File: src/rtl/spi_host_pkg.sv
// Shared types and constants for the SPI image host.
package spi_host_pkg;

    typedef enum logic [2:0] {
        IDLE  = 3'd0,
        FETCH = 3'd1,
        XFER  = 3'd2,
        LABEL = 3'd3,
        WAIT  = 3'd4,
        RESP  = 3'd5,
        GAP   = 3'd6
    } state_e;

    localparam int         RESP_BYTES = 2;
    localparam logic [3:0] NO_LABEL   = 4'hF;
    localparam int         BYTE_W     = 8;

endpackage

File: src/rtl/spi_byte_shifter.sv
// One mode-0 SPI byte: SCK divider, MSB-first TX shifter, RX shifter and bit counter.
module spi_byte_shifter
    import spi_host_pkg::*;
#(
    parameter int CLK_DIV = 4
) (
    input  logic              clk,
    input  logic              n_rst,
    input  logic              load,
    input  logic [BYTE_W-1:0] tx_byte,
    input  logic              go,
    input  logic              miso,
    output logic              byte_done,
    output logic [BYTE_W-1:0] rx_byte,
    output logic              sck,
    output logic              mosi
);

    localparam int               DIV_W    = $clog2(CLK_DIV) + 1;
    localparam int               BIT_W    = $clog2(BYTE_W);
    localparam logic [DIV_W-1:0] DIV_LAST = DIV_W'(CLK_DIV - 1);
    localparam logic [BIT_W-1:0] BIT_LAST = BIT_W'(BYTE_W - 1);

    logic [DIV_W-1:0]  div_q, div_d;
    logic              sck_q, sck_d;
    logic [BYTE_W-1:0] tx_q, tx_d;
    logic [BYTE_W-1:0] rx_q, rx_d;
    logic [BIT_W-1:0]  bit_q, bit_d;
    logic              tick_s;

    // Divider and shifters; the last falling edge also empties TX so MOSI idles low.
    always_comb begin
        div_d     = div_q;
        sck_d     = sck_q;
        tx_d      = tx_q;
        rx_d      = rx_q;
        bit_d     = bit_q;
        tick_s    = go && (div_q == DIV_LAST);
        byte_done = tick_s && sck_q && (bit_q == BIT_LAST);
        if (load) begin
            div_d = {DIV_W{1'b0}};
            sck_d = 1'b0;
            tx_d  = tx_byte;
            bit_d = {BIT_W{1'b0}};
        end else if (tick_s) begin
            div_d = {DIV_W{1'b0}};
            sck_d = ~sck_q;
            if (!sck_q) begin
                rx_d = {rx_q[BYTE_W-2:0], miso};
            end else begin
                tx_d  = {tx_q[BYTE_W-2:0], 1'b0};
                bit_d = bit_q + BIT_W'(1);
            end
        end else if (go) begin
            div_d = div_q + DIV_W'(1);
        end else begin
            div_d = div_q;
        end
    end

    // Shifter state registers.
    always_ff @(posedge clk or negedge n_rst) begin
        if (!n_rst) begin
            div_q <= {DIV_W{1'b0}};
            sck_q <= 1'b0;
            tx_q  <= {BYTE_W{1'b0}};
            rx_q  <= {BYTE_W{1'b0}};
            bit_q <= {BIT_W{1'b0}};
        end else begin
            div_q <= div_d;
            sck_q <= sck_d;
            tx_q  <= tx_d;
            rx_q  <= rx_d;
            bit_q <= bit_d;
        end
    end

    assign rx_byte = rx_q;
    assign sck     = sck_q;
    assign mosi    = tx_q[BYTE_W-1];

endmodule

File: src/rtl/spi_image_host.sv
// Host-side SPI master: streams a pixel frame and label byte, waits, then reads digit and cost.
module spi_image_host
    import spi_host_pkg::*;
#(
    parameter int CLK_DIV     = 4,
    parameter int FRAME_BYTES = 98,
    parameter int WAIT_CYCLES = 2048
) (
    input  logic        clk,
    input  logic        n_rst,
    input  logic        start,
    input  logic [3:0]  label,
    input  logic [7:0]  tx_data,
    input  logic        tx_valid,
    output logic        tx_ready,
    output logic        busy,
    output logic        done,
    output logic [3:0]  digit,
    output logic [7:0]  cost,
    output logic        SCK,
    output logic        SS,
    output logic        MOSI,
    input  logic        MISO
);

    localparam int BCNT_W = $clog2(FRAME_BYTES + 1);
    localparam int WCNT_W = $clog2(WAIT_CYCLES + 2 * CLK_DIV + 1);
    localparam int RCNT_W = $clog2(RESP_BYTES);

    state_e            state_q, state_d;
    logic [BCNT_W-1:0] byte_cnt_q, byte_cnt_d;
    logic [WCNT_W-1:0] wait_cnt_q, wait_cnt_d;
    logic [RCNT_W-1:0] resp_cnt_q, resp_cnt_d;
    logic [3:0]        label_q, label_d;
    logic [3:0]        byte0_q, byte0_d;
    logic [3:0]        digit_q, digit_d;
    logic [7:0]        cost_q, cost_d;
    logic              done_q, done_d;
    logic              ss_q, ss_d;
    logic              ready_q, ready_d;
    logic              busy_q, busy_d;

    logic              load_s, go_s, byte_done_s;
    logic [BYTE_W-1:0] tx_byte_s, rx_byte_s;

    spi_byte_shifter #(.CLK_DIV(CLK_DIV)) u_shifter (
        .clk       (clk),
        .n_rst     (n_rst),
        .load      (load_s),
        .tx_byte   (tx_byte_s),
        .go        (go_s),
        .miso      (MISO),
        .byte_done (byte_done_s),
        .rx_byte   (rx_byte_s),
        .sck       (SCK),
        .mosi      (MOSI)
    );

    // Transaction sequencing; label and response bytes are loaded on the previous byte's last edge.
    always_comb begin
        state_d    = state_q;
        byte_cnt_d = byte_cnt_q;
        wait_cnt_d = wait_cnt_q;
        resp_cnt_d = resp_cnt_q;
        label_d    = label_q;
        byte0_d    = byte0_q;
        digit_d    = digit_q;
        cost_d     = cost_q;
        done_d     = 1'b0;
        load_s     = 1'b0;
        go_s       = 1'b0;
        tx_byte_s  = {BYTE_W{1'b0}};
        case (state_q)
            IDLE: begin
                if (start) begin
                    state_d    = FETCH;
                    label_d    = label;
                    byte_cnt_d = {BCNT_W{1'b0}};
                end else begin
                    state_d = IDLE;
                end
            end
            FETCH: begin
                if (tx_valid) begin
                    load_s    = 1'b1;
                    tx_byte_s = tx_data;
                    state_d   = XFER;
                end else begin
                    state_d = FETCH;
                end
            end
            XFER: begin
                go_s = 1'b1;
                if (byte_done_s) begin
                    byte_cnt_d = byte_cnt_q + BCNT_W'(1);
                    if (byte_cnt_d == BCNT_W'(FRAME_BYTES)) begin
                        load_s    = 1'b1;
                        tx_byte_s = {4'h0, label_q};
                        state_d   = LABEL;
                    end else begin
                        state_d = FETCH;
                    end
                end else begin
                    state_d = XFER;
                end
            end
            LABEL: begin
                go_s = 1'b1;
                if (byte_done_s) begin
                    wait_cnt_d = {WCNT_W{1'b0}};
                    state_d    = WAIT;
                end else begin
                    state_d = LABEL;
                end
            end
            WAIT: begin
                if (wait_cnt_q == WCNT_W'(WAIT_CYCLES - 1)) begin
                    load_s     = 1'b1;
                    resp_cnt_d = {RCNT_W{1'b0}};
                    state_d    = RESP;
                end else begin
                    wait_cnt_d = wait_cnt_q + WCNT_W'(1);
                end
            end
            RESP: begin
                go_s = 1'b1;
                if (byte_done_s && (resp_cnt_q == RCNT_W'(RESP_BYTES - 1))) begin
                    digit_d    = byte0_q;
                    cost_d     = rx_byte_s;
                    wait_cnt_d = {WCNT_W{1'b0}};
                    state_d    = GAP;
                end else if (byte_done_s) begin
                    if (resp_cnt_q == {RCNT_W{1'b0}}) begin
                        byte0_d = rx_byte_s[3:0];
                    end else begin
                        byte0_d = byte0_q;
                    end
                    resp_cnt_d = resp_cnt_q + RCNT_W'(1);
                    load_s     = 1'b1;
                end else begin
                    state_d = RESP;
                end
            end
            GAP: begin
                done_d = (wait_cnt_q == WCNT_W'(2 * CLK_DIV - 2));
                if (wait_cnt_q == WCNT_W'(2 * CLK_DIV - 1)) begin
                    state_d = IDLE;
                end else begin
                    wait_cnt_d = wait_cnt_q + WCNT_W'(1);
                end
            end
            default: begin
                state_d = IDLE;
            end
        endcase
        ss_d    = (state_d == IDLE) || (state_d == GAP);
        ready_d = (state_d == FETCH);
        busy_d  = (state_d != IDLE);
    end

    // Control and output registers.
    always_ff @(posedge clk or negedge n_rst) begin
        if (!n_rst) begin
            state_q    <= IDLE;
            byte_cnt_q <= {BCNT_W{1'b0}};
            wait_cnt_q <= {WCNT_W{1'b0}};
            resp_cnt_q <= {RCNT_W{1'b0}};
            label_q    <= 4'h0;
            byte0_q    <= 4'h0;
            digit_q    <= 4'h0;
            cost_q     <= 8'h00;
            done_q     <= 1'b0;
            ss_q       <= 1'b1;
            ready_q    <= 1'b0;
            busy_q     <= 1'b0;
        end else begin
            state_q    <= state_d;
            byte_cnt_q <= byte_cnt_d;
            wait_cnt_q <= wait_cnt_d;
            resp_cnt_q <= resp_cnt_d;
            label_q    <= label_d;
            byte0_q    <= byte0_d;
            digit_q    <= digit_d;
            cost_q     <= cost_d;
            done_q     <= done_d;
            ss_q       <= ss_d;
            ready_q    <= ready_d;
            busy_q     <= busy_d;
        end
    end

    assign tx_ready = ready_q;
    assign busy     = busy_q;
    assign done     = done_q;
    assign digit    = digit_q;
    assign cost     = cost_q;
    assign SS       = ss_q;

endmodule

File: config.mk
export PLATFORM = sky130hd
export DESIGN_NAME = spi_image_host
export DESIGN_NICKNAME = d
export VERILOG_FILES = /design/src/rtl/spi_host_pkg.sv /design/src/rtl/spi_byte_shifter.sv /design/src/rtl/spi_image_host.sv
export SDC_FILE = /design/constraint.sdc
export NUM_CORES = 1
export LEC_CHECK = 0
export ABC_AREA = 1
export ABC_CLOCK_PERIOD_IN_PS = 2400
export BUFFER_PORTS_ARGS = -buffer_cell sky130_fd_sc_hd__buf_2
export CELL_PAD_IN_SITES_DETAIL_PLACEMENT = 1
export CELL_PAD_IN_SITES_GLOBAL_PLACEMENT = 2
export CORE_AREA = 5 5 105 107
export CTS_BUF_LIST = sky130_fd_sc_hd__clkbuf_4
export DETAILED_ROUTE_END_ITERATION = 8
export DIE_AREA = 0 0 110 112
export PLACE_DENSITY_LB_ADDON = 0.08
export RECOVER_POWER = 25
export SLEW_MARGIN = 20
export SYNTH_ARGS = -nofsm -noshare
export SYNTH_HDL_FRONTEND = slang
export SYNTH_SLANG_ARGS = --single-unit
File: constraint.sdc
create_clock -name clk -period 2.4 [get_ports clk]
set_input_delay 0.24 -clock clk [delete_from_list [all_inputs] [get_ports clk]]
set_output_delay 0.24 -clock clk [all_outputs]
set_load 0.005 [all_outputs]
==> summary.md, run 1 <==
| Metric | Value |
|---|---|
| Post-synth design cell area | `0.00357 mm^2` |
| Standard-cell row count | `37` |
| Number of remaining DRC errors | `0` |
| Netlist cell types | `34` |
| Maximum capacitance violations | `0` |
| Initial DRC count | `97` |
| Area fraction of the dominant cell type after synthesis | `0.484` |
| Worst hold path class | `in -> reg` |
| Setup TNS after final layout | `0 ns` |
| Ys async rst share | `1.00` |
| Hold Crit Start | `label[1]` |
| Cell Int Power | `0.00142 W` |
| Sequential share of the synthesized area | `0.491` |
| Total nets after synthesis | `463` |
| Most frequently used cell type in the post-synthesis netlist | `nand2_1` |
| Count of port buffers added during placement | `34` |
| Area overhead of the layout relative to synthesis | `13.2%` |
| Maximum count of clock buffers along a single path | `2` |
| Switching portion of total power | `0.257` |
| Clk_skew | `0.0142 ns` |
| Most area-consuming cells after synthesis | `dfrtp_1 48%, nand2_1 13%, inv_1 5.5%` |
| Initial Util | `0.355` |
| Cell Area, Placed | `0.00389 mm^2` |
| Reg2Reg Setup Slack | `0.28 ns` |
| Fin. max-slew vios | `0` |
| Remaining Overflow, GRT | `0` |
| Cell types with the highest counts after synthesis | `121 x nand2_1, 69 x dfrtp_1, 52 x inv_1` |
| Status | `finished, final reports clean` |
| Kind of end point of the critical path | `register` |
| Chip width | `110 um` |
| Capture endpoint of the worst hold path | `label_q[1]` |
| Leakage component of the power | `2.14 nW` |
| Placement-stage worst setup slack | `0.196 ns` |
| Detailed placement HPWL | `6580 um` |
| Routability Congestion | `0.811` |
| TritonCTS clock tree | `done` |
| Period minus WS final | `2.12 ns` |
| Global-route wire length before repair | `15500 um` |
| Clock share of power | `0.352` |
| Chip Height | `roughly 110 um` |
| Remaining max-slew budget at the tightest pin | `0.449` |
| Number of sinks driven by the clock tree | `70` |
| Type of element launching the critical path | `register` |
| Synthesized area divided by synthesized cell count | `8.13 um^2` |
| Clock-pin slew on the worst setup and hold paths | `about 0.12 ns` |
| Max Clk Rate | `473 MHz` |
| Hold Worst Slack | `0.0398 ns` |
| Number of enable-type register cells in the synthesized netlist | `0` |
| Area of the placeable core | `0.0100 mm^2` |
| R2r endpoint | `wait_cnt_q[1]` |
| Wire length per cell | `about 14 um` |
| Share of layout cells above drive strength 1 | `0.156` |
| Post-route cell area | `slightly above 0.004 mm^2` |
| Worst hold stages | `2` |
| Worst endpoint required time | `2.71 ns` |
| Maximum net fanout on the critical path | `19` |
| Slew at the pin with the worst max-slew slack | `0.826 ns` |
| RSZ-0062 raised after global routing | `no` |
| Worst vdd rail ir drop | `0.219 mV` |
| Detailed Route WL | `8890 um` |
| Vias per inst | `4.73` |
| Die area | `0.0123 mm^2` |
| DRT Pass-1 Iters | `4` |
| Hold Violations, Final | `0` |
| Number of antenna violations at the first check in global routing | `0` |
| Global router's overall resource usage | `0.159` |
| Setup violators final | `0` |
| Startpoint of the worst-slack reg-to-reg timing path | `u_shifter.div_q[0]` |
| Gate power share | `0.025` |
| Most common flop cell mapped by yosys | `dfrtp_1` |
| Worst-skew pair later-pin latency | `0.43 ns` |
| Cell type with the highest aggregate area in the netlist | `dfrtp_1` |
| Count of pins on the block boundary | `35` |
| Diodes inserted | `0` |
| Number of vias in the routed layout | `2948` |
| Setup CP Type | `reg -> reg` |
| Sequential share of power | `0.623` |
| Yosys synthesis warning count | `0` |
| Total number of H-tree levels | `3` |
| Ratio of total power to cell area | `472 mW/mm^2` |
| Total of flip-flops plus latches after synthesis | `70` |
| Net switching power of the design | `0.000491 W` |
| Number of cell instances on the worst register-to-register path | `13` |
| Root Driver | `clkbuf_4` |
| Number of global-route vias before repair | `between 3000 and 4000` |
| Worst Path Arrival | `2.43 ns` |
| Post-route ant nets | `0` |
| Largest net degree at the start of global routing | `58` |
| Gate Count Post-Synth | `between 400 and 500` |
| Final WS setup | `0.284 ns` |
| Final clock period utilization by the worst path | `0.881` |
| Number of nets in the layout | `506` |
| TritonCTS Buffers | `9` |
[worst max-delay path by stage]
stage	from	slack (ns)	cells past startpoint	endpoint
detailed placement	state_q[2]	0.20	11	wait_cnt_q[1]
global route	u_shifter.div_q[0]	0.00009	13	wait_cnt_q[1]
floorplan	wait_cnt_q[0]	0.54	11	u_shifter.rx_byte[7]
finish	u_shifter.div_q[0]	0.28	13	wait_cnt_q[1]
CTS	u_shifter.bit_q[0]	0.16	8	u_shifter.rx_byte[2]
global placement	u_shifter.bit_q[0]	0.23	8	u_shifter.rx_byte[2]
[registers in the layout, indices dropped and copies added, names as in the netlist, 3 cells and up]
signal / count
wait_cnt_q: 12
cost: 8
u_shifter.rx_byte: 8
u_shifter.tx_q: 8
byte_cnt_q: 7
byte0_q: 4
digit: 4
label_q: 4
state_q: 3
u_shifter.bit_q: 3
u_shifter.div_q: 3
[per-stage QoR]
stage	power, W	utilization	cells
after global placement	0.00126	0.388	605
after floorplan	0.00122	-	439
after global routing	0.00201	0.402	623
after CTS	0.00194	0.400	622
final	0.00191	0.402	623
after detailed placement	0.00126	0.388	605
[worst max-delay path, cell delays in order, from the launching register on]
cell and delay (ns):
dfrtp_1 0.40, ha_1 0.18, inv_1 0.05, nor2_1 0.24, nand2_2 0.12, nor2_1 0.20
nand2_2 0.14, nand2_2 0.16, nor2_1 0.07, nand2_2 0.11, nor2_4 0.05, buf_12 0.15
nand2_1 0.05, o21ai_0 0.08
[power groups by stage]
| stage | Clock [W] | Sequential [W] | Combinational, W |
|---|---|---|---|
| floorplan | 0 | 0.00121 | 0.00000638 |
| global placement | 0 | 0.00121 | 0.0000515 |
| global route | 0.000763 | 0.00119 | 0.0000560 |
| detailed placement | 0 | 0.00121 | 0.0000512 |
| CTS | 0.000704 | 0.00119 | 0.0000528 |
| finish | 0.000672 | 0.00119 | 0.0000470 |
[cells by family after synthesis]
group	after synthesis	share of synthesized area
multiplexers	4	0.0126
XOR/XNOR	10	0.0245
flip-flops	70	0.491
AND/OR/NAND/NOR	234	0.296
buffers and inverters	63	0.0747
adder cells (fa/ha/maj)	7	0.0245
AO/OA/AOI/OAI	51	0.0768
[layer usage]
| layer | vias up | track usage | part of all wire |
|---|---|---|---|
| li1 | 1487 | - | - |
| met2 | 35 | 0.258 | 0.48 |
| met1 | 1416 | 0.210 | 0.48 |
| met4 | 0 | 0.0623 | 0.018 |
| met5 | - | 0 | 0 |
| met3 | 10 | 0.0243 | 0.031 |
[final cells by class]
cell class,count,area (um^2)
fillers,1265,6010
inverters,54,203
multi-input cells,306,1560
well taps,136,170
clock inverters,6,38.8
clock buffers,10,75.1
repair buffers,41,236
flip-flops and latches,70,1750
[cells in the final DEF (no fill, tap or decap), drive strengths merged, types with 5 or more instances in the layout]
| cell | Yosys | layout |
|---|---|---|
| nand2 | 126 | 126 |
| nand4 | 5 | 5 |
| inv | 54 | 54 |
| buf | 7 | 38 |
| nor3 | 9 | 9 |
| clkbuf | 2 | 12 |
| nand3 | 38 | 38 |
| a21oi | 13 | 13 |
| nor2 | 50 | 50 |
| dfrtp | 69 | 69 |
| o21ai | 31 | 31 |
| xor2 | 10 | 10 |
| ha | 7 | 7 |
[repair_timing]
item / 4_1_cts / 5_1_grt
setup endpoints to repair: 0 / 10
setup buffers: 0 / 1
hold buffers: 1 / 0
hold endpoints to repair: 13 / 0
gates resized for setup: 0 / 2
No activity file was read; power rests on OpenSTA's default activity.
==> run 2: changes to the inputs <==
CORE_AREA = 5 5 106 108   (was 5 5 105 107)
DIE_AREA = 0 0 111 113   (was 0 0 110 112)
SYNTH_HIERARCHICAL = 1   (was not set)
==> summary.md, run 2 <==
| Metric | Value |
|---|---|
| Status | `finished with violations` |
| Failing checks | `capacitance limit, slew limit` |
| Number of sinks driven by the clock tree | `70 (unchanged)` |
| Post-CTS Repair Setup Buffers | `0 (unchanged)` |
| Buf/Inv on CP | `3 (+1)` |
| Gate power share | `0.025 (about the same)` |
| Global router's overall resource usage | `0.155 (-0.00388)` |
| Multi-input gate area in the final layout | `0.00166 mm^2 (+6.4%)` |
| Detailed placement HPWL | `6710 um (+1.9%)` |
| Synth Area in Compound Gates | `0.0688 (-0.00794)` |
| Number of vias in the routed layout | `3114 (+5.6%)` |
| Number of remaining DRC errors | `0 (unchanged)` |
| Placement-stage worst setup slack | `0.0466 ns (-0.150 ns)` |
| Worst path cell trace | `ha_1 > ha_1 > inv_1 > nor2_4 > inv_2 > nor3_4 > nand3b_1 > or2_4 > nor2_2 > inv_2 > nor2_4 > nand2_1 > nand2_1` |
| Fin. max-slew vios | `71 (+71)` |
| Total area of sequential cells | `0.00175 mm^2 (about the same)` |
| Type of element launching the critical path | `register` |
| Diodes inserted | `0 (unchanged)` |
| Post-route cell area | `0.00424 mm^2 (+5.0%)` |
| Worst-skew pair later-pin latency | `0.43 ns (about the same)` |
| TritonCTS clock tree | `done` |
| Cell types with the highest counts after synthesis | `153 x nand2_1, 69 x dfrtp_1, 42 x nand3_1` |
| Net switching power of the design | `0.000510 W (+3.9%)` |
| Count of port buffers added during placement | `34 (unchanged)` |
| Gate Count Post-Synth | `448 (+2.1%)` |
| Vias per inst | `4.79 (+1.2%)` |
| Largest net degree at the start of global routing | `71 (+22%)` |
| Sequential share of power | `0.619 (-0.004)` |
| Most frequently used cell type in the post-synthesis netlist | `nand2_1` |
| Cell type with the highest aggregate area in the netlist | `dfrtp_1` |
| Switching portion of total power | `0.265 (+0.00798)` |
| Area overhead of the layout relative to synthesis | `17.8%` |
| Final Util | `0.418 (+0.0161)` |
| Netlist cell types | `31 (-8.8%)` |
| Layout fillers | `1269 (+0.32%)` |
| TritonCTS Buffers | `9 (unchanged)` |
| Most used cells in the layout excluding fill and tap cells | `153 x nand2_1, 68 x dfrtp_1, 42 x nand3_1` |
| Slew at the pin with the worst max-slew slack | `1.61 ns (+0.789 ns)` |
| Maximum capacitance violations | `1 (+1)` |
| Global-route wire length before repair | `16000 um (+3.1%)` |
| Area fraction of the dominant cell type after synthesis | `0.480 (-0.00404)` |
| Kind of cell adding the most delay to the critical path | `simple AND/OR/NAND/NOR gates` |
| Sequential share of the synthesized area | `0.487 (-0.00410)` |
| Leakage component of the power | `2.22 nW (+3.3%)` |
| Final WS setup | `0.185 ns (-0.0998 ns)` |
| Initial DRC count | `165 (+70%)` |
| Worst endpoint required time | `2.79 ns (+0.08 ns)` |
| Hold Violations, Final | `0 (unchanged)` |
| Period minus WS final | `2.22 ns (+0.0998 ns)` |
| Cell Area, Placed | `0.00410 mm^2 (+5.2%)` |
| Number of global-route vias before repair | `3271 (+2.3%)` |
| Area of the placeable core | `0.0101 mm^2 (+0.92%)` |
| Standard-cell row count | `37 (unchanged)` |
| Dominant combinational cell family by area after synthesis | `simple AND/OR/NAND/NOR gates` |
| Setup CP Type | `reg -> reg` |
| Total of flip-flops plus latches after synthesis | `70 (unchanged)` |
| Post-synth design cell area | `0.00360 mm^2 (+0.84%)` |
| Routability Congestion | `0.795 (-1.9%)` |
| Detailed Route WL | `9050 um (+1.8%)` |
| Max Clk Rate | `451 MHz (-4.5%)` |
| Ys async rst share | `1.00 (unchanged)` |
| Yosys synthesis warning count | `6 (+6)` |
| Maximum count of clock buffers along a single path | `2 (unchanged)` |
| Initial Util | `0.355 (about the same)` |
| Total nets after synthesis | `472 (+1.9%)` |
| Total number of H-tree levels | `3 (unchanged)` |
| Share of layout cells above drive strength 1 | `0.232 (+0.0755)` |
| Count of pins on the block boundary | `35 (unchanged)` |
| Multiplexer area fraction after synthesis | `0.0125 (-0.000105)` |
| Worst Path Arrival | `2.60 ns (+0.17 ns)` |
| Most frequent standard cell in the layout excluding fill and tap cells | `nand2_1` |
| Final clock period utilization by the worst path | `0.923 (+0.0416)` |
| Top reg by flops | `wait_cnt_q` |
| Number of antenna violations at the first check in global routing | `0 (unchanged)` |
| Simple-gate share of the synthesized area | `0.328 (+0.0327)` |
| Flip-flop count of the largest register, all copies and words added | `12 (unchanged)` |
| Remaining max-slew budget at the tightest pin | `-0.0766 (-0.526)` |
| Worst vdd rail ir drop | `0.261 mV (+19%)` |
| Kind of end point of the critical path | `register` |
| Most common flop cell mapped by yosys | `dfrtp_1` |
| Number of enable-type register cells in the synthesized netlist | `0 (unchanged)` |
| DRT Pass-1 Iters | `4 (unchanged)` |
| Setup TNS after final layout | `0 ns (unchanged)` |
| Clock-pin slew on the worst setup and hold paths | `0.14 ns (+0.02 ns)` |
| Most area-consuming cells after synthesis | `dfrtp_1 48%, nand2_1 16%, nand3_1 5.8%` |
| Adder-cell share of the synthesized area | `0.0243 (-0.000205)` |
| Die area | `0.0125 mm^2 (+1.8%)` |
| Clock share of power | `0.356 (+0.004)` |
| Maximum net fanout on the critical path | `9 (-10)` |
| Delay of the slowest critical-path stage | `0.43 ns (+0.03 ns)` |
| Clk_skew | `0.0214 ns (+0.00718 ns)` |
| RSZ-0062 raised after global routing | `no` |
| Synthesized area divided by synthesized cell count | `8.03 um^2 (-1.2%)` |
| Parity-gate share of the synthesized area counting xor and xnor cells | `0.0170 (-0.00751)` |
| Cell with the biggest individual delay on the critical path | `dfrtp_1` |
| Cell Int Power | `0.00141 W (-0.35%)` |
| Ratio of total power to cell area | `453 mW/mm^2 (-4.0%)` |
| Number of nets in the layout | `533 (+5.3%)` |
| Chip width | `111 um (+0.91%)` |
| Root Driver | `clkbuf_4` |
| Wire length per cell | `13.9 um (-2.5%)` |
| Remaining Overflow, GRT | `0 (unchanged)` |
| Post-route ant nets | `0 (unchanged)` |
| Setup violators final | `0 (unchanged)` |
| Chip Height | `113 um (+0.89%)` |
| Worst hold path class | `in -> reg` |
-- run 2: changes by cell type after synthesis, sizes merged, moves of 6 or more --
cell | before | now
nand4 | 5 | 11
nand2 | 126 | 161
inv | 54 | 47
nor2 | 50 | 38
nand3 | 38 | 46
a21oi | 13 | 6
-- run 2: final cells by class --
cell class	count	area share
Clock buffer	9	0.0159
Clock inverter	7	0.0115
Sequential cell	70	0.414
Inverter	47	0.0431
Multi-Input combinational cell	323	0.392
Tap cell	136	0.0401
Timing Repair Buffer	58	0.0832
-- run 2: cells by family after synthesis --
group                      after synthesis
and+or+nand+nor                        265
DFF                                     70
buffers and inverters                   55
AOI/OAI and AO/OA                       40
xor gates and xnor gates                 7
adders and majority gates                7
muxes                                    4
-- run 2: final timing paths --
| check | depth (start not counted) | startpoint | end | slack [ns] |
|---|---|---|---|---|
| max in group asynchronous | 3 | n_rst | state_q[2] | 0.48 |
| setup reg to reg | 13 | u_shifter/bit_q[0] | u_shifter/rx_byte[2] | 0.18 |
| setup / recovery | 13 | u_shifter/bit_q[0] | u_shifter/rx_byte[2] | 0.18 |
| hold reg to reg | 2 | cost[7] | cost[7] | 0.48 |
| hold / removal | 2 | label[0] | label_q[0] | 0.05 |
| min in group asynchronous | 3 | n_rst | byte_cnt_q[3] | 0.85 |
-- run 2: power by group through the flow --
stage / Combinational [W] / Clock [W] / Sequential, W
2_1_floorplan: 0.00000666 / 0 / 0.00121
3_3_place_gp: 0.0000510 / 0 / 0.00121
3_5_place_dp: 0.0000517 / 0 / 0.00121
4_1_cts: 0.0000542 / 0.000721 / 0.00119
5_1_grt: 0.0000581 / 0.000781 / 0.00119
6_report: 0.0000481 / 0.000683 / 0.00119
-- run 2: timing repair --
action                                  4_1_cts  5_1_grt
hold buffers                                  2        0
hold endpoints to repair                     70        0
resized for setup                             0        8
endpoints found under the setup margin        0       31
-- run 2: stage by stage --
step                      instances  power [W]  hold slack (ns)
after floorplan                 448    0.00122          -0.0556
after global placement          632    0.00126            0.302
after detailed placement        632    0.00126            0.302
after CTS                       650    0.00196           0.0197
after global routing            650    0.00203           0.0100
final                           650    0.00192           0.0509
-- run 2: per-layer routing --
metal,vias up,wire (um),track usage
li1,1558,-,-
met1,1512,4410,0.205
met2,33,4270,0.255
met3,11,255,0.0353
met4,0,118,0.0493
met5,-,0,0
==> run 3: changes to the inputs <==
PLACE_DENSITY = 0.84   (was not set)
PLACE_DENSITY_LB_ADDON = not set   (was 0.08)
==> summary.md, run 3 (synthesized netlist as in run 2, its figures left out) <==
| Metric | Value |
|---|---|
| Die area | `0.0125 mm^2 (unchanged)` |
| Worst vdd rail ir drop | `0.305 mV (+17%)` |
| Leakage component of the power | `2.23 nW (+0.87%)` |
| Number of sinks driven by the clock tree | `70 (unchanged)` |
| Cell with the biggest individual delay on the critical path | `dfrtp_1` |
| Largest net degree at the start of global routing | `28 (-61%)` |
| Number of antenna violations at the first check in global routing | `0 (unchanged)` |
| Global router's overall resource usage | `0.163 (+0.00757)` |
| Vias per inst | `4.85 (+1.2%)` |
| Net switching power of the design | `0.000528 W (+3.5%)` |
| RSZ-0062 raised after global routing | `no` |
| Maximum capacitance violations | `0 (-1)` |
| Root Driver | `clkbuf_4` |
| Worst path cell trace | `ha_1 > ha_1 > inv_1 > nor2_4 > inv_2 > nor3_4 > nand3b_1 > or2_4 > inv_4 > nand2_4 > o21ai_0` |
| Total area of sequential cells | `0.00176 mm^2 (about the same)` |
| Number of global-route vias before repair | `3440 (+5.2%)` |
| Count of port buffers added during placement | `34 (unchanged)` |
| Type of element launching the critical path | `register` |
| Setup violators final | `0 (unchanged)` |
| Remaining Overflow, GRT | `0 (unchanged)` |
| Hold Violations, Final | `0 (unchanged)` |
| Initial DRC count | `138 (-16%)` |
| Clock-pin slew on the worst setup and hold paths | `0.12 ns (-0.02 ns)` |
| Switching portion of total power | `0.255 (-0.00989)` |
| Chip Height | `113 um (unchanged)` |
| DRT Pass-1 Iters | `4 (unchanged)` |
| Area overhead of the layout relative to synthesis | `19.3%` |
| Gate power share | `0.025 (about the same)` |
| Number of remaining DRC errors | `0 (unchanged)` |
| Detailed Route WL | `9560 um (+5.6%)` |
| Kind of end point of the critical path | `register` |
| Routability Congestion | `0.821 (+3.3%)` |
| Cell Area, Placed | `0.00407 mm^2 (-0.67%)` |
| Worst-skew pair later-pin latency | `0.45 ns (+0.02 ns)` |
| Period minus WS final | `2.20 ns (-0.0155 ns)` |
| Post-route cell area | `0.00429 mm^2 (+1.3%)` |
| Number of nets in the layout | `534 (+0.19%)` |
| Global-route wire length before repair | `16800 um (+5.2%)` |
| Worst endpoint required time | `2.75 ns (-0.04 ns)` |
| Most frequent cell on the critical path | `ha_1` |
| Top reg by flops | `wait_cnt_q` |
| Share of layout cells above drive strength 1 | `0.231 (-0.000450)` |
| Worst hold path class | `in -> reg` |
| Total number of H-tree levels | `3 (unchanged)` |
| Sequential share of power | `0.576 (-0.043)` |
| Wire length per cell | `14.7 um (+5.5%)` |
| TritonCTS clock tree | `done` |
| Area of the placeable core | `0.0101 mm^2 (unchanged)` |
| Most frequent standard cell in the layout excluding fill and tap cells | `nand2_1` |
| Setup CP Type | `reg -> reg` |
| Clock share of power | `0.399 (+0.043)` |
| Maximum count of clock buffers along a single path | `2 (unchanged)` |
| Chip width | `111 um (unchanged)` |
| Initial Util | `0.355 (unchanged)` |
| Count of pins on the block boundary | `35 (unchanged)` |
| Slew at the pin with the worst max-slew slack | `1.37 ns (-0.240 ns)` |
| Multi-input gate area in the final layout | `0.00167 mm^2 (+0.60%)` |
| Status | `finished, final reports clean` |
| Cell Count Post-Placement | `630 (-0.32%)` |
| Final Util | `0.424 (+0.00543)` |
| Non-filler cells, final | `651 (+0.15%)` |
| Cell Int Power | `0.00154 W (+9.0%)` |
| Ratio of total power to cell area | `481 mW/mm^2 (+6.2%)` |
| Worst Path Arrival | `2.55 ns (-0.05 ns)` |
| Diodes inserted | `0 (unchanged)` |
| Final WS setup | `0.200 ns (+0.0155 ns)` |
| Flip-flop count of the largest register, all copies and words added | `12 (unchanged)` |
| Standard-cell row count | `37 (unchanged)` |
| Remaining max-slew budget at the tightest pin | `0.0835 (+0.160)` |
| Delay of the slowest critical-path stage | `0.42 ns (about the same)` |
| Most used cells in the layout excluding fill and tap cells | `153 x nand2_1, 67 x dfrtp_1, 42 x nand3_1` |
| Max Clk Rate | `455 MHz (+0.71%)` |
| Final clock period utilization by the worst path | `0.917 (-0.00648)` |
| Clk_skew | `0.0222 ns (+0.000789 ns)` |
| Placement-stage worst setup slack | `-0.00337 ns (-0.0500 ns)` |
| TritonCTS Buffers | `9 (unchanged)` |
| Detailed placement HPWL | `6880 um (+2.5%)` |
| Fin. max-slew vios | `0 (-100%)` |
| Post-route ant nets | `0 (unchanged)` |
| Layout fillers | `1240 (-2.3%)` |
| Maximum net fanout on the critical path | `23 (+14)` |
| Number of vias in the routed layout | `3156 (+1.3%)` |
| Setup TNS after final layout | `0 ns (unchanged)` |
==> run 3: cell count changes in the layout (fill, tap and decap cells not counted), sizes merged <==
cell         previous run  this run
buf                    56        53
bufinv                  0         1
clkbuf                  9        12
clkinv                  4         3
clkinvlp                3         2
dlygate4sd3             2         4
==> run 3: power by group through the flow <==
| stage | Clock [W] | Combinational (W) | Sequential (W) |
|---|---|---|---|
| after CTS | 0.000842 | 0.0000543 | 0.00119 |
| after floorplan | 0 | 0.00000666 | 0.00121 |
| after global placement | 0 | 0.0000488 | 0.00121 |
| final | 0.000824 | 0.0000521 | 0.00119 |
| after global routing | 0.000896 | 0.0000621 | 0.00119 |
| after detailed placement | 0 | 0.0000504 | 0.00121 |
==> run 3: critical path, delay by kind of cell (launching register included) <==
family / cells / cell delay [ns]
and+or+nand+nor: 5 / 0.66
adders and majority gates: 2 / 0.40
AOI/OAI and AO/OA: 1 / 0.21
DFF: 1 / 0.42
buffers and inverters: 3 / 0.41
==> run 3: per-layer routing <==
layer | global-route usage | share of wire
met1 | 0.210 | 0.47
met2 | 0.273 | 0.48
met3 | 0.0380 | 0.029
met4 | 0.0484 | 0.022
met5 | 0 | 0
==> run 3: final cells by class <==
class	instances	share of cell area
Sequential cell	70	0.409
Multi-Input combinational cell	323	0.390
Timing Repair Buffer	59	0.0848
Inverter	47	0.0431
Tap cell	136	0.0396
Clock buffer	10	0.0175
Clock inverter	6	0.0166
==> run 3: metrics by stage <==
stage                     power (W)  hold WS (ns)
after global placement      0.00126         0.263
after floorplan             0.00122       -0.0556
final                       0.00207        0.0368
after detailed placement    0.00126         0.277
after CTS                   0.00209       0.00260
after global routing        0.00215        0.0158
==> run 3: what timing repair did <==
action / in CTS / in global routing
endpoints found under the setup margin: 11 / 30
endpoints found under the hold margin: 23 / 1
hold buffers: 3 / 1
pin swaps: 0 / 1
setup buffers: 0 / 1
gates resized for setup: 3 / 8
==> run 3: path summary, 6_finish.rpt <==
check / to / startpoint / cells past startpoint / slack, ns
max: u_shifter/div_q[1] / u_shifter/bit_q[0] / 11 / 0.20
min: label_q[3] / label[3] / 2 / 0.04
max reg2reg: u_shifter/div_q[1] / u_shifter/bit_q[0] / 11 / 0.20
min reg2reg: cost[4] / cost[4] / 2 / 0.48
max in group asynchronous: u_shifter/div_q[2] / n_rst / 3 / 0.53
min in group asynchronous: u_shifter/tx_q[1] / n_rst / 2 / 0.62
